File: config.mk
export PLATFORM = sky130hd
export DESIGN_NAME = hazard_unit
export DESIGN_NICKNAME = d
export VERILOG_FILES = /design/src/rtl/hazard_pkg.sv /design/src/rtl/hazard_wait_timer.sv /design/src/rtl/hazard_unit.sv
export SDC_FILE = /design/constraint.sdc
export NUM_CORES = 1
export LEC_CHECK = 0
export ABC_AREA = 1
export BUFFER_PORTS_ARGS = -buffer_cell sky130_fd_sc_hd__buf_2
export CAP_MARGIN = 25
export CORE_UTILIZATION = 43
export CTS_BUF_LIST = sky130_fd_sc_hd__clkbuf_8
export CTS_CLUSTER_DIAMETER = 30
export DETAILED_ROUTE_END_ITERATION = 16
export PLACE_DENSITY = 0.78
export SETUP_SLACK_MARGIN = 0.02
export SYNTH_ARGS = -nofsm -noshare
export SYNTH_HDL_FRONTEND = slang
export SYNTH_SLANG_ARGS = --single-unit
File: constraint.sdc
create_clock -name i_clk -period 1.5 [get_ports i_clk]
set_input_delay 0.15 -clock i_clk [delete_from_list [all_inputs] [get_ports i_clk]]
set_output_delay 0.15 -clock i_clk [all_outputs]
set_load 0.01 [all_outputs]
File: src/rtl/hazard_pkg.sv
// Shared types and constants for the pipeline hazard controller.
package hazard_pkg;

  typedef enum logic [1:0] {
    RUN      = 2'd0,
    MEM_WAIT = 2'd1,
    TIMEOUT  = 2'd2
  } hazard_state_e;

  localparam int unsigned REG_IDX_W = 5;
  localparam logic [REG_IDX_W-1:0] REG_ZERO = 5'd0;

endpackage

File: src/rtl/hazard_wait_timer.sv
// Consecutive memory-busy cycle counter with an expiry strobe at MEM_TIMEOUT-1.
module hazard_wait_timer #(
  parameter int unsigned MEM_TIMEOUT = 16
) (
  input  logic i_clk,
  input  logic i_clr,
  input  logic i_inc,
  output logic o_expire
);

  localparam int unsigned CntW = $clog2(MEM_TIMEOUT + 1);
  localparam logic [CntW-1:0] CntLimit = CntW'(MEM_TIMEOUT - 1);
  localparam logic [CntW-1:0] CntMax   = CntW'(MEM_TIMEOUT);

  logic [CntW-1:0] r_wait_cnt;

  // Clear wins over increment; the count saturates rather than wrapping.
  always_ff @(posedge i_clk) begin
    if (i_clr) begin
      r_wait_cnt <= '0;
    end else if (i_inc && (r_wait_cnt != CntMax)) begin
      r_wait_cnt <= r_wait_cnt + 1'b1;
    end
  end

  assign o_expire = (r_wait_cnt == CntLimit);

endmodule

File: src/rtl/hazard_unit.sv
// Load-use / branch-flush / memory-wait hazard controller with a memory timeout FSM.
// Optional stall counter enabled by defining HAZARD_STALL_CNT_EN.
module hazard_unit
  import hazard_pkg::*;
#(
  parameter int unsigned MEM_TIMEOUT = 16
) (
  input  logic                 i_clk,
  input  logic                 i_rst,
  input  logic [REG_IDX_W-1:0] i_idRs,
  input  logic [REG_IDX_W-1:0] i_idRt,
  input  logic                 i_idUsesRt,
  input  logic                 i_exMemRead,
  input  logic [REG_IDX_W-1:0] i_exRt,
  input  logic                 i_branchTaken,
  input  logic                 i_memBusy,
  output logic                 o_pcWrite,
  output logic                 o_ifIdWrite,
  output logic                 o_ctrlBubble,
  output logic                 o_ifIdFlush,
  output logic                 o_pipeFreeze,
  output logic                 o_memErr,
  output logic [31:0]          o_stallCnt
);

  hazard_state_e r_state, w_state_next;
  logic          w_lu;
  logic          w_freeze;
  logic          w_expire;

  assign w_lu = i_exMemRead && (i_exRt != REG_ZERO) &&
                ((i_exRt == i_idRs) || (i_idUsesRt && (i_exRt == i_idRt)));
  assign w_freeze = i_memBusy || (r_state == TIMEOUT);

  hazard_wait_timer #(
    .MEM_TIMEOUT(MEM_TIMEOUT)
  ) u_wait_timer (
    .i_clk   (i_clk),
    .i_clr   (i_rst || !i_memBusy),
    .i_inc   (i_memBusy && (r_state != TIMEOUT)),
    .o_expire(w_expire)
  );

  always_ff @(posedge i_clk) begin
    if (i_rst) begin
      r_state <= RUN;
    end else begin
      r_state <= w_state_next;
    end
  end

  always_comb begin
    w_state_next = r_state;
    unique case (r_state)
      RUN:      if (i_memBusy) w_state_next = MEM_WAIT;
      MEM_WAIT: begin
        if (!i_memBusy)    w_state_next = RUN;
        else if (w_expire) w_state_next = TIMEOUT;
      end
      TIMEOUT:  w_state_next = TIMEOUT;
      default:  w_state_next = RUN;
    endcase
  end

  // Reset forces every output low in the reset cycle itself.
  always_comb begin
    o_pcWrite    = 1'b0;
    o_ifIdWrite  = 1'b0;
    o_ctrlBubble = 1'b0;
    o_ifIdFlush  = 1'b0;
    o_pipeFreeze = 1'b0;
    o_memErr     = 1'b0;
    if (!i_rst) begin
      o_memErr = (r_state == TIMEOUT);
      if (w_freeze) begin
        o_pcWrite    = 1'b1;
        o_ifIdWrite  = 1'b1;
        o_pipeFreeze = 1'b1;
      end else if (w_lu) begin
        o_pcWrite    = 1'b1;
        o_ifIdWrite  = 1'b1;
        o_ctrlBubble = 1'b1;
      end else if (i_branchTaken) begin
        o_ifIdFlush  = 1'b1;
      end
    end
  end

`ifdef HAZARD_STALL_CNT_EN
  logic [31:0] r_stall_cnt;

  always_ff @(posedge i_clk) begin
    if (i_rst) begin
      r_stall_cnt <= '0;
    end else if (o_pcWrite) begin
      r_stall_cnt <= r_stall_cnt + 32'd1;
    end
  end

  assign o_stallCnt = i_rst ? 32'h0000_0000 : r_stall_cnt;
`else
  assign o_stallCnt = 32'h0000_0000;
`endif

endmodule

==> impl_metrics.csv <==
group,metric,value,unit
drt,vias_per_cell,4.08,
drt,wl_per_cell,7.07,um
clock_network,cts_tree,"yes",
synth,postSynthCellCount,144,
power,total_leakage_power,0.581,nW
final_layout,n_antenna_cell,0,
global_routing,gr-total-overflow,0,
global_routing,use_met2,23.8,%
worst_hold_path,hold_path_depth,2,
synth,synth_seq_cells,7,
final_layout,fill_cells,226,
worst_setup_path,cp.arrival,1220,ps
global_routing,first_global_vias,600,
worst_setup_path,end_kind,"output pin",
timing,hold_viol,0,
global_routing,grt.total_usage,13.9,%
floorplanning,die_w,47.6,um
floorplanning,start_util,45.5,%
power,switchingPower,0.000202,W
worst_setup_path,critPathMaxStageDelay,320,ps
global_routing,grt_pass1_wl,2.21,mm
worst_setup_path,cp.required,1350,ps
timing,rsz0062_at_grt,"false",
global_routing,grt_use_met1,16.9,%
place,dp_hpwl,1.20,mm
clock_network,numCtsBuffers,3,
worst_hold_path,hold_class,"primary input to flip-flop",
power,pwr-share-clk,40.3,%
synth,synth_flop_cell,"dfxtp_1",
synth,synth_area_leaders,"buf_4, dfxtp_1, nand2_1",
floorplanning,dieArea,2260,um^2
flow_run,timing.max_cap.violations,0,
power,ir_worst_vdd,0.525,mV
timing,fin_crit,1370,ps
run_status,status,"finished, final reports clean",
clock_network,root_buffer,"clkbuf_8",
synth,async_reset_ff_share,0,%
clock_network,clock-sinks,7,
timing,setup_viol,0,
drt,drcViolationCount,0,
timing,finalCritPeriodShare,91.2,%
power,p_comb_share,28.0,%
worst_setup_path,r2r_cells,5,
worst_setup_path,cp_num_cells,7,
drt,dr.pass1.iters,5,
power,sequentialPowerShare,31.6,%
synth,yosysUniqueCellTypes,23,
worst_setup_path,cp_slowest_cell,"dfxtp_2",
synth,synth_area,893,um^2
final_layout,multi_input_area,523,um^2
drt,drtIter0Drc,15,
worst_setup_path,crit_family,"simple AND/OR/NAND/NOR gates",
synth,yosysTopAreaCell,"buf_4",
synth,yosysTopAreaCellShare,27.7,%
timing,finalSetupTns,0,ps
floorplanning,io_pins,59,
synth,ys_warn_count,0,
timing,clock_skew,1.26,ps
final_layout,regArea,141,um^2
global_routing,globalRouteMet3Util,5.66,%
global_routing,busiest_layer,"met2",
worst_setup_path,path_class,"flip-flop to output pin",
clock_network,insertion_delay,230,ps
clock_network,postCtsHoldBufs,0,
timing,fmax,0.731,GHz
worst_setup_path,crit_fanout,3,
final_layout,post-route-util,50.1,%
floorplanning,num_rows,16,
worst_setup_path,path_cells,"inv_2, nor2_4, inv_2, nor2_2, nor2_1, nand2_1, buf_2",
timing,finalMaxSlewViolations,0,
worst_setup_path,setup.worst_path.start_class,"flip-flop",
final_layout,area_growth,9.94,%
drt,ant_nets,0,
clock_network,cts_buffer_depth,2,
global_routing,grt_antenna_before_repair,0,
clock_network,cts_max_level,1,
worst_setup_path,critPathBufInv,3,
power,cellPowerDensity,645,nW/um^2
power,intPower,0.000431,W
worst_setup_path,ff2ff_setup_slack,180,ps
place,gp_congestion,0.768,
synth,postSynthAreaPerCell,6.20,um^2
floorplanning,core-area,1960,um^2
worst_setup_path,cp_common_cell,"inv_2",
final_layout,nets,198,
floorplanning,dieHeight,47.6,um
clock_network,cts.reportedPaths.clkPinSlew,40,ps
global_routing,grt_max_degree,8,
place,io_buffers,26,
drt,via_count,815,
synth,synth_commonest_cells,"buf_4, nand2_1, inv_1, nor2_1",
synth,synth_edf_count,0,
synth,post-synth-top-count-cell,"buf_4",
power,swShare,31.9,%
final_layout,drive_above_1_share,28.3,%
synth,yosysSeqAreaShare,15.7,%
drt,finalWirelength,1.41,mm
## power groups by stage
stage / Sequential [W] / Combinational, W / Clock [W]
floorplan: 0.000202 / 0.000185 / 0
global placement: 0.000203 / 0.000173 / 0
detailed placement: 0.000203 / 0.000174 / 0
CTS: 0.000200 / 0.000175 / 0.000262
global route: 0.000201 / 0.000207 / 0.000276
finish: 0.000201 / 0.000178 / 0.000256
## registers in the layout, summed over array words and instances (netlist names)
register                 flops
u_wait_timer.r_wait_cnt      5
r_state                      2
## per-layer routing
layer	up-vias	wire, um
met1	339	667
met3	0	125
met4	0	0
met2	45	621
li1	431	-
met5	-	0
## placed cells by master (no fill, tap or decap)
cell	n
a2111oi_0	1
a21boi_1	1
a21oi_1	5
buf_2	26
buf_4	1
clkbuf_8	3
conb_1	32
dfxtp_1	6
dfxtp_2	1
ha_1	3
inv_1	20
inv_2	8
nand2_1	31
nand2_2	2
nand2_4	1
nand3_1	7
nand4_1	1
nand4_2	1
nor2_1	8
nor2_2	4
nor2_4	2
nor3_1	1
o21ai_0	2
o21ai_1	4
xnor2_1	1
xor2_1	1
## area by class of cell
cell class	instances	area share, %
inverter	27	10.3
sequential	7	14.4
timing repair buffer	27	14.0
multi-input combinational	108	53.2
clock inverter	1	0.382
clock buffer	3	4.20
tap	27	3.44
## through the flow
stage	cells	worst slack, ps	hold WS (ps)	total power, W	area, um^2
5_1_grt	200	20.7	183	0.000684	982
2_1_floorplan	175	274	233	0.000387	1010
4_1_cts	199	93.9	155	0.000637	971
3_3_place_gp	195	225	393	0.000376	926
3_5_place_dp	195	174	392	0.000377	926
6_report	200	132	166	0.000634	982
## worst reg2reg max path: stages, from the launching register on
cell       delay, ps
dfxtp_1          320
ha_1             220
inv_1             70
nor3_1            50
ha_1             180
a2111oi_0        370
## timing repair
item,CTS,global route
endpoints found under the hold margin,0,0
buffers inserted,0,1
setup endpoints to repair,0,2
resized for setup,0,3
## path summary, 6_finish.rpt
kind,from,end
worst min register to register,r_state[1],r_state[0]
worst max register to register,u_wait_timer.r_wait_cnt[0],r_state[0]
worst min-delay path,i_rst,r_state[0]
worst max-delay path,r_state[1],o_pcWrite
## logic make-up after synthesis
group           after synthesis  share of synthesized area (%)
buf+inv                      60                           39.1
fa+ha+maj                     3                           4.20
other cells                   1                          0.420
flops                         7                           15.7
compound gates               13                           7.98
simple gates                 58                           30.7
xor+xnor                      2                           1.96
(Power assumes the default switching activity.)
